--- src/rtl/rf_ctx_engine.sv ---
// Register-file context save/restore engine: streams R0..R7 out over valid/ready,
// or loads R0..R7 from a valid/ready stream through the register file write port.
module rf_ctx_engine #(
    parameter int DW   = 16,
    parameter int AW   = 3,
    parameter int NREG = 8
) (
    input  logic          clk,
    input  logic          rst,
    input  logic          save_req,
    input  logic          restore_req,
    input  logic          abort,
    output logic          busy,
    output logic          done,
    output logic [AW-1:0] rf_readregsel,
    input  logic [DW-1:0] rf_readdata,
    output logic [AW-1:0] rf_writeregsel,
    output logic [DW-1:0] rf_writedata,
    output logic          rf_write,
    output logic [DW-1:0] out_data,
    output logic          out_valid,
    input  logic          out_ready,
    input  logic [DW-1:0] in_data,
    input  logic          in_valid,
    output logic          in_ready
);
    typedef enum logic [1:0] {IDLE, SAVE, RESTORE, DONE} state_t;

    state_t        state;
    logic [AW-1:0] idx;
    logic          last;
    logic          out_xfer;
    logic          in_xfer;

    assign last     = (idx == AW'(NREG - 1));
    assign busy     = (state != IDLE);
    assign done     = (state == DONE);
    assign out_valid = (state == SAVE) & ~abort;
    assign in_ready  = (state == RESTORE) & ~abort;
    assign out_xfer  = out_valid & out_ready;
    assign in_xfer   = in_valid & in_ready;

    // All outputs decode from the async-reset state, so reset clears them at once.
    assign rf_write       = in_xfer;
    assign rf_readregsel  = (state == SAVE)    ? idx         : '0;
    assign out_data       = (state == SAVE)    ? rf_readdata : '0;
    assign rf_writeregsel = (state == RESTORE) ? idx         : '0;
    assign rf_writedata   = (state == RESTORE) ? in_data     : '0;

    always_ff @(posedge clk or negedge rst) begin
        if (!rst) begin
            state <= IDLE;
            idx   <= '0;
        end else begin
            case (state)
                IDLE: begin
                    idx <= '0;
                    if (save_req)         state <= SAVE;
                    else if (restore_req) state <= RESTORE;
                end
                SAVE: begin
                    if (abort) begin
                        state <= IDLE;
                        idx   <= '0;
                    end else if (out_xfer) begin
                        idx <= idx + AW'(1);
                        if (last) state <= DONE;
                    end
                end
                RESTORE: begin
                    if (abort) begin
                        state <= IDLE;
                        idx   <= '0;
                    end else if (in_xfer) begin
                        idx <= idx + AW'(1);
                        if (last) state <= DONE;
                    end
                end
                DONE: begin
                    state <= IDLE;
                    idx   <= '0;
                end
                default: begin
                    state <= IDLE;
                    idx   <= '0;
                end
            endcase
        end
    end
endmodule

--- config.mk ---
export PLATFORM = sky130hd
export DESIGN_NAME = rf_ctx_engine
export DESIGN_NICKNAME = d
export VERILOG_FILES = /design/src/rtl/rf_ctx_engine.sv
export SDC_FILE = /design/constraint.sdc
export NUM_CORES = 1
export LEC_CHECK = 0
export ABC_AREA = 1
export BUFFER_PORTS_ARGS = -buffer_cell sky130_fd_sc_hd__buf_4
export CORE_MARGIN = 4
export CORE_UTILIZATION = 33
export DETAILED_ROUTE_END_ITERATION = 8
export PLACE_DENSITY = 0.8
export SYNTH_ARGS = -nofsm -noshare
export SYNTH_HDL_FRONTEND = slang
export SYNTH_SLANG_ARGS = --single-unit
export TNS_END_PERCENT = 100
--- constraint.sdc ---
create_clock -name clk -period 1.3 [get_ports clk]
set_input_delay 0.195 -clock clk [delete_from_list [all_inputs] [get_ports clk]]
set_output_delay 0.195 -clock clk [all_outputs]
set_load 0.03 [all_outputs]
==> qor_table.md, run 1 <==
| Group | Result | Value |
|---|---|---|
| synth | Count of flip-flops with a built-in enable after synthesis | 0 |
| die | Number of placement rows | 16 |
| synth | Ranking of synthesized cells by instance count | 54 x sky130_fd_sc_hd__nand2_1, 48 x sky130_fd_sc_hd__inv_1, 6 x sky130_fd_sc_hd__ha_1 |
| clock network | Clock root buffer | sky130_fd_sc_hd__clkbuf_4 |
| place | Cell area reported after detailed placement | 0.00140 mm^2 |
| clock network | Clock buffer count from CTS | 3 |
| die | Die extent in y | 54.1 um |
| synth | Fraction of synthesized cell area taken by the top area cell type | 28.9% |
| synth | Dominant cell type by area after synthesis | sky130_fd_sc_hd__nand2_1 |
| synth | Ranking of synthesized cells by area | sky130_fd_sc_hd__nand2_1 29%, sky130_fd_sc_hd__inv_1 26%, sky130_fd_sc_hd__dfrtp_1 18% |
| synth | Number of library cell types mapped by synthesis | 15 |
| clock network | H-tree levels | 1 |
| outcome | Last stage | global routing (5_1_grt) |
| place | Final GP Congestion | 0.773 |
| synth | Total of flip-flops plus latches after synthesis | 5 |
| place | Placed Instances | 244 |
| synth | Count of warnings emitted by yosys | 0 |
| synth | Largest family of logic cells by synthesized area | simple AND/OR/NAND/NOR gates |
| synth | Area share of xor/xnor cells in the synthesized design | 0% |
| global route | Largest net degree at the start of global routing | 20 |
| clock network | Maximum buffer depth of the clock tree | 2 |
| synth | Most frequently used cell type in the post-synthesis netlist | sky130_fd_sc_hd__nand2_1 |
| synth | Post-Synth Adder-Cell Area | 10.7% |
| synth | Post-synthesis instance total | 133 |
| synth | Fraction of the mapped netlist area in compound gates | 2.86% |
| timing | Worst endpoint type | top-level output |
| die | I/O pin count | 82 |
| synth | Post-synthesis sequential area ratio | 17.9% |
| clock network | Number of sinks driven by the clock tree | 5 |
| outcome | Err | [ERROR DPL-0038] Utilization greater than 100%, impossible to legalize |
| synth | Main flop type after synthesis | sky130_fd_sc_hd__dfrtp_1 |
| synth | Syn avg cell area | 5.27 um^2 |
| synth | Multiplexer fraction of the synthesized cell area | 0% |
| timing | GRT repair_timing worst endpoint | rf_writedata[1] |
| place | Number of input and output port buffers inserted | 81 |
| die | Starting density of the core | 35.4% |
| synth | Post-synthesis cell area | 701 um^2 |
| outcome | Status | stopped before the end |
| synth | Ys async rst share | 100% |
| place | Detailed placement HPWL | 2250 um |
| synth | Area share of and/or/nand/nor cells after synthesis | 38.7% |
| synth | Syn Nets | 178 |
| die | Horiz. Die Dim | 54.1 um |
-- kinds of logic after synthesis --
group                    count (synthesis)
AND/OR/NAND/NOR                         65
flip-flops                               5
buffers and inverters                   53
adder cells (fa/ha/maj)                  6
AO/OA/AOI/OAI                            4
-- metrics by stage --
stage | setup slack, ns | setup TNS (ns) | utilization [%]
global placement | -0.0243 | -0.240 | 70.7
CTS | -0.240 | -9.53 | 80.6
detailed placement | -0.0862 | -1.01 | 70.7
floorplan | -0.107 | -0.177 | -
-- timing repair --
item | in CTS
pin swaps | 2
endpoints found under the setup margin | 48
buffers inserted | 3
hold buffers | 1
hold endpoints to repair | 5
gates resized for setup | 43
==> run 2, diff against run 1 <==
--- a/config.mk
+++ b/config.mk
@@ -7,10 +7,10 @@
 export LEC_CHECK = 0
 export ABC_AREA = 1
 export BUFFER_PORTS_ARGS = -buffer_cell sky130_fd_sc_hd__buf_4
-export CORE_MARGIN = 4
-export CORE_UTILIZATION = 33
+export CORE_AREA = 4 4 65 67
 export DETAILED_ROUTE_END_ITERATION = 8
-export PLACE_DENSITY = 0.8
+export DIE_AREA = 0 0 69 71
+export PLACE_DENSITY_LB_ADDON = 0.15
 export SYNTH_ARGS = -nofsm -noshare
 export SYNTH_HDL_FRONTEND = slang
 export SYNTH_SLANG_ARGS = --single-unit
==> run 2 against run 1 <==
Net effect: the flow now finishes, with violations (negative setup slack); area after synthesis unchanged; synthesized cell count did not move.
==> qor_table.md, run 2 <==
| Group | Result | Value |
|---|---|---|
| outcome | Status | finished with violations |
| outcome | Violations in the final reports | negative setup slack |
| global route | Largest net degree at the start of global routing | 11 |
| detailed routing | Iteration-0 DRC count of the detailed router | 9 |
| timing | Tcrit/Tclk final | 116% |
| global route | Initial antenna violation count | 0 |
| final layout | Count of non-filler cells in the finished layout | 279 |
| worst setup path | Crit-path max cell delay | 0.41 ns |
| global route | Global-route wire length before repair | 4730 um |
| final layout | Register area | 126 um^2 |
| timing | Worst max-slew margin expressed relative to the limit | 88.1% |
| final layout | Area taken by multi-input logic gates | 520 um^2 |
| global route | Met2 usage | 22.9% |
| synth | Most frequently used cell type in the post-synthesis netlist | sky130_fd_sc_hd__nand2_1 |
| final layout | Filler Cells Inserted | 350 |
| hold path | Startpoint of the tightest hold check path | save_req |
| power | VDD IR max | 1.05 mV |
| die | Horiz. Die Dim | 69 um |
| synth | Fraction of synthesized cell area taken by the top area cell type | 28.9% |
| detailed routing | DRC Markers | 0 |
| final layout | Final net count | 277 |
| power | Overall power after layout | 3.43 mW |
| clock network | H-tree levels | 1 |
| timing | Post-route minimum period | 1.50 ns |
| worst setup path | Maximum net fanout on the critical path | 5 |
| worst setup path | Family with the most delay on the worst path | buffers and inverters |
| worst setup path | Chain of cells forming the critical path | buf_6 -> ha_4 -> buf_6 -> nand2_2 -> inv_2 -> buf_6 |
| final layout | Area growth syn-to-layout | 171% |
| final layout | Post-route design area | 0.00190 mm^2 |
| clock network | Maximum buffer depth of the clock tree | 2 |
| detailed routing | Total wirelength of the detailed-routed design | 2920 um |
| timing | Max Transition Viols Final | 0 |
| detailed routing | Average routed wire per standard cell | 10.5 um |
| timing | Setup Skew | 0.000881 ns |
| final layout | Leading cell types in the layout, fill and taps excluded | 51 x sky130_fd_sc_hd__buf_6, 44 x sky130_fd_sc_hd__buf_4, 33 x sky130_fd_sc_hd__nand2_1 |
| synth | Post-synthesis cell area | 701 um^2 |
| worst setup path | Crit start category | flip-flop |
| synth | Post-synthesis sequential area ratio | 17.9% |
| timing | Maximum clock frequency | 665 MHz |
| timing | Number of endpoints with negative hold slack in the final report | 0 |
| final layout | Antenna diodes | 0 |
| worst setup path | Worst R2R Path Depth | 9 |
| global route | Via count of the first global-routing pass | 1063 |
| place | Final GP Congestion | 0.758 |
| synth | Syn Nets | 178 |
| hold path | Endpoint, Worst Hold | state[1]$_DFFE_PN0P_ |
| synth | Ys async rst share | 100% |
| hold path | Min-Delay Path Class | input port to flip-flop |
| timing | RSZ-0062 raised after global routing | true |
| place | Number of input and output port buffers inserted | 81 |
| worst setup path | Reg2Reg Launch Point | state[0]$_DFFE_PN0P_ |
| die | Starting density of the core | 19.3% |
| timing | Least setup slack across all paths after layout | -0.203 ns |
| worst setup path | Number of buffers and inverters on the critical path | 4 |
| die | Area of the die | 0.00490 mm^2 |
| final layout | Largest regs | idx x3, state x2 |
| die | I/O pin count | 82 |
| die | Die extent in y | 71 um |
| die | Number of placement rows | 22 |
| global route | GRT Total Usage | 11.8% |
| place | Detailed placement HPWL | 2210 um |
| clock network | Clock tree from TritonCTS | built |
| final layout | Most common cell after layout, fill and taps aside | sky130_fd_sc_hd__buf_6 |
| place | Cell area reported after detailed placement | 0.00143 mm^2 |
| detailed routing | Number of vias per cell | 3.83 |
| power | Power per standard cell area | 1810 mW/mm^2 |
| global route | Global Route met1 Usage | 11.5% |
| detailed routing | Total via count after detailed routing | 1069 |
| clock network | Clock latency at the later pin of the worst-skew pair | 0.22 ns |
| final layout | Max FFs per register | 3 |
| synth | Dominant cell type by area after synthesis | sky130_fd_sc_hd__nand2_1 |
| synth | Syn avg cell area | 5.27 um^2 |
| worst setup path | Worst setup EP type | output port |
| global route | Most heavily used metal layer in global routing | met2 |
| worst setup path | Critical Path Slowest Stage Cell | sky130_fd_sc_hd__dfrtp_1 |
| final layout | Top reg by flops | idx |
| timing | Total setup violations reported at the end of the flow | 48 |
| detailed routing | First-pass iteration count of the detailed router | 4 |
| timing | Slew at the pin closest to its max-slew limit | 0.178 ns |
| synth | Number of library cell types mapped by synthesis | 15 |
| clock network | Clock root buffer | sky130_fd_sc_hd__clkbuf_8 |
| clock network | Clock edge transition at the registers on the reported setup and hold paths | 0.03 ns |
| hold path | Hold path cells | 4 |
| detailed routing | Antenna Violating Nets Remaining | 0 |
| worst setup path | Register-to-Register Setup Slack | -0.08 ns |
| worst setup path | Data arrival time of the critical path | 1.31 ns |
| place | Placed Instances | 265 |
| die | Placeable core area | 0.00363 mm^2 |
| power | Leakage | 1.20 nW |
| synth | Count of flip-flops with a built-in enable after synthesis | 0 |
| synth | Count of warnings emitted by yosys | 0 |
| worst setup path | Crit path required time | 1.11 ns |
| worst setup path | Reg-to-reg critical path endpoint | state[0]$_DFFE_PN0P_ |
| synth | Main flop type after synthesis | sky130_fd_sc_hd__dfrtp_1 |
| synth | Post-synthesis instance total | 133 |
| clock network | Clock buffer count from CTS | 3 |
| synth | Ranking of synthesized cells by instance count | 54 x sky130_fd_sc_hd__nand2_1, 48 x sky130_fd_sc_hd__inv_1, 6 x sky130_fd_sc_hd__ha_1 |
| global route | GR Overflow Total | 0 |
| final layout | Fraction of final layout cells with drive strength greater than 1 | 72.3% |
| clock network | Number of sinks driven by the clock tree | 5 |
| worst setup path | Category of the most critical setup path | flip-flop to output port |
| synth | Ranking of synthesized cells by area | sky130_fd_sc_hd__nand2_1 29%, sky130_fd_sc_hd__inv_1 26%, sky130_fd_sc_hd__dfrtp_1 18% |
| global route | GRT met3 Usage | 2.70% |
| synth | Total of flip-flops plus latches after synthesis | 5 |
| flow run | Max cap viols | 0 |
| worst setup path | Most frequent CP cell | sky130_fd_sc_hd__buf_6 |
==> run 2: cell counts after synthesis <==
Identical to the previous run, type by type.
==> run 2: cells by family (layout without fill, tap and decap cells) <==
logic type,Yosys count,in the layout,synth area share (%)
and+or+nand+nor,65,65,38.7
buffers and inverters,53,151,29.8
adders and majority gates,6,6,10.7
DFF,5,5,17.9
AOI/OAI and AO/OA,4,4,2.86
==> run 2: area by class of cell <==
cell class	instances	share of cell area, %
clock buffers	4	2.37
repair buffers	98	50.6
inverters	49	9.81
multi-input cells	75	27.4
well taps	48	3.16
flip-flops and latches	5	6.65
==> run 2: worst max path at each step <==
stage,start,slack [ns],end,cells past startpoint
final,state[0]$_DFFE_PN0P_,-0.20,out_data[0],6
after global routing,state[0]$_DFFE_PN0P_,-0.26,rf_writedata[8],6
after CTS,state[1]$_DFFE_PN0P_,-0.21,out_data[12],6
after detailed placement,state[0]$_DFFE_PN0P_,-0.06,state[1]$_DFFE_PN0P_,8
after global placement,state[1]$_DFFE_PN0P_,-0.05,out_data[8],6
after floorplan,state[0]$_DFFE_PN0P_,-0.11,rf_write,5
==> run 2: stage by stage <==
stage | setup TNS, ns | hold WS, ns | util, % | setup slack [ns]
CTS | -7.85 | 0.283 | 49.5 | -0.212
detailed placement | -1.11 | 0.00480 | 39.3 | -0.0566
global placement | -0.789 | 0.00244 | 39.3 | -0.0519
finish | -7.76 | 0.271 | 52.3 | -0.203
global route | -10.73 | 0.300 | 52.3 | -0.262
floorplan | -0.177 | -0.101 | - | -0.107
==> run 2: what timing repair did <==
item                                   in CTS  in global routing
pin swaps                                   8                 10
resized for setup                          85                 30
buffers inserted                            4                  3
hold buffers                                1                  0
cloned                                      2                  1
setup endpoints to repair                  48                 48
endpoints found under the hold margin       5                  0
==> run 2: power by group <==
| part | internal [mW] | total [mW] | switching, mW |
|---|---|---|---|
| registers | 0.206 | 0.252 | 0.0460 |
| clock network | 0.211 | 0.291 | 0.0802 |
| logic | 1.35 | 2.89 | 1.54 |
==> run 2: worst min-delay path, delay by kind of cell <==
| kind | cells | cell delay (ns) |
|---|---|---|
| AO/OA/AOI/OAI | 1 | 0.06 |
| AND/OR/NAND/NOR | 2 | 0.11 |
| buffers and inverters | 1 | 0.09 |
==> run 2: per-layer routing <==
layer | vias to the layer above | wire length [um]
li1 | 558 | -
met1 | 462 | 1010
met2 | 43 | 1650
met3 | 6 | 208
met4 | 0 | 59
met5 | - | 0
Power figures use the tool's default switching activity.
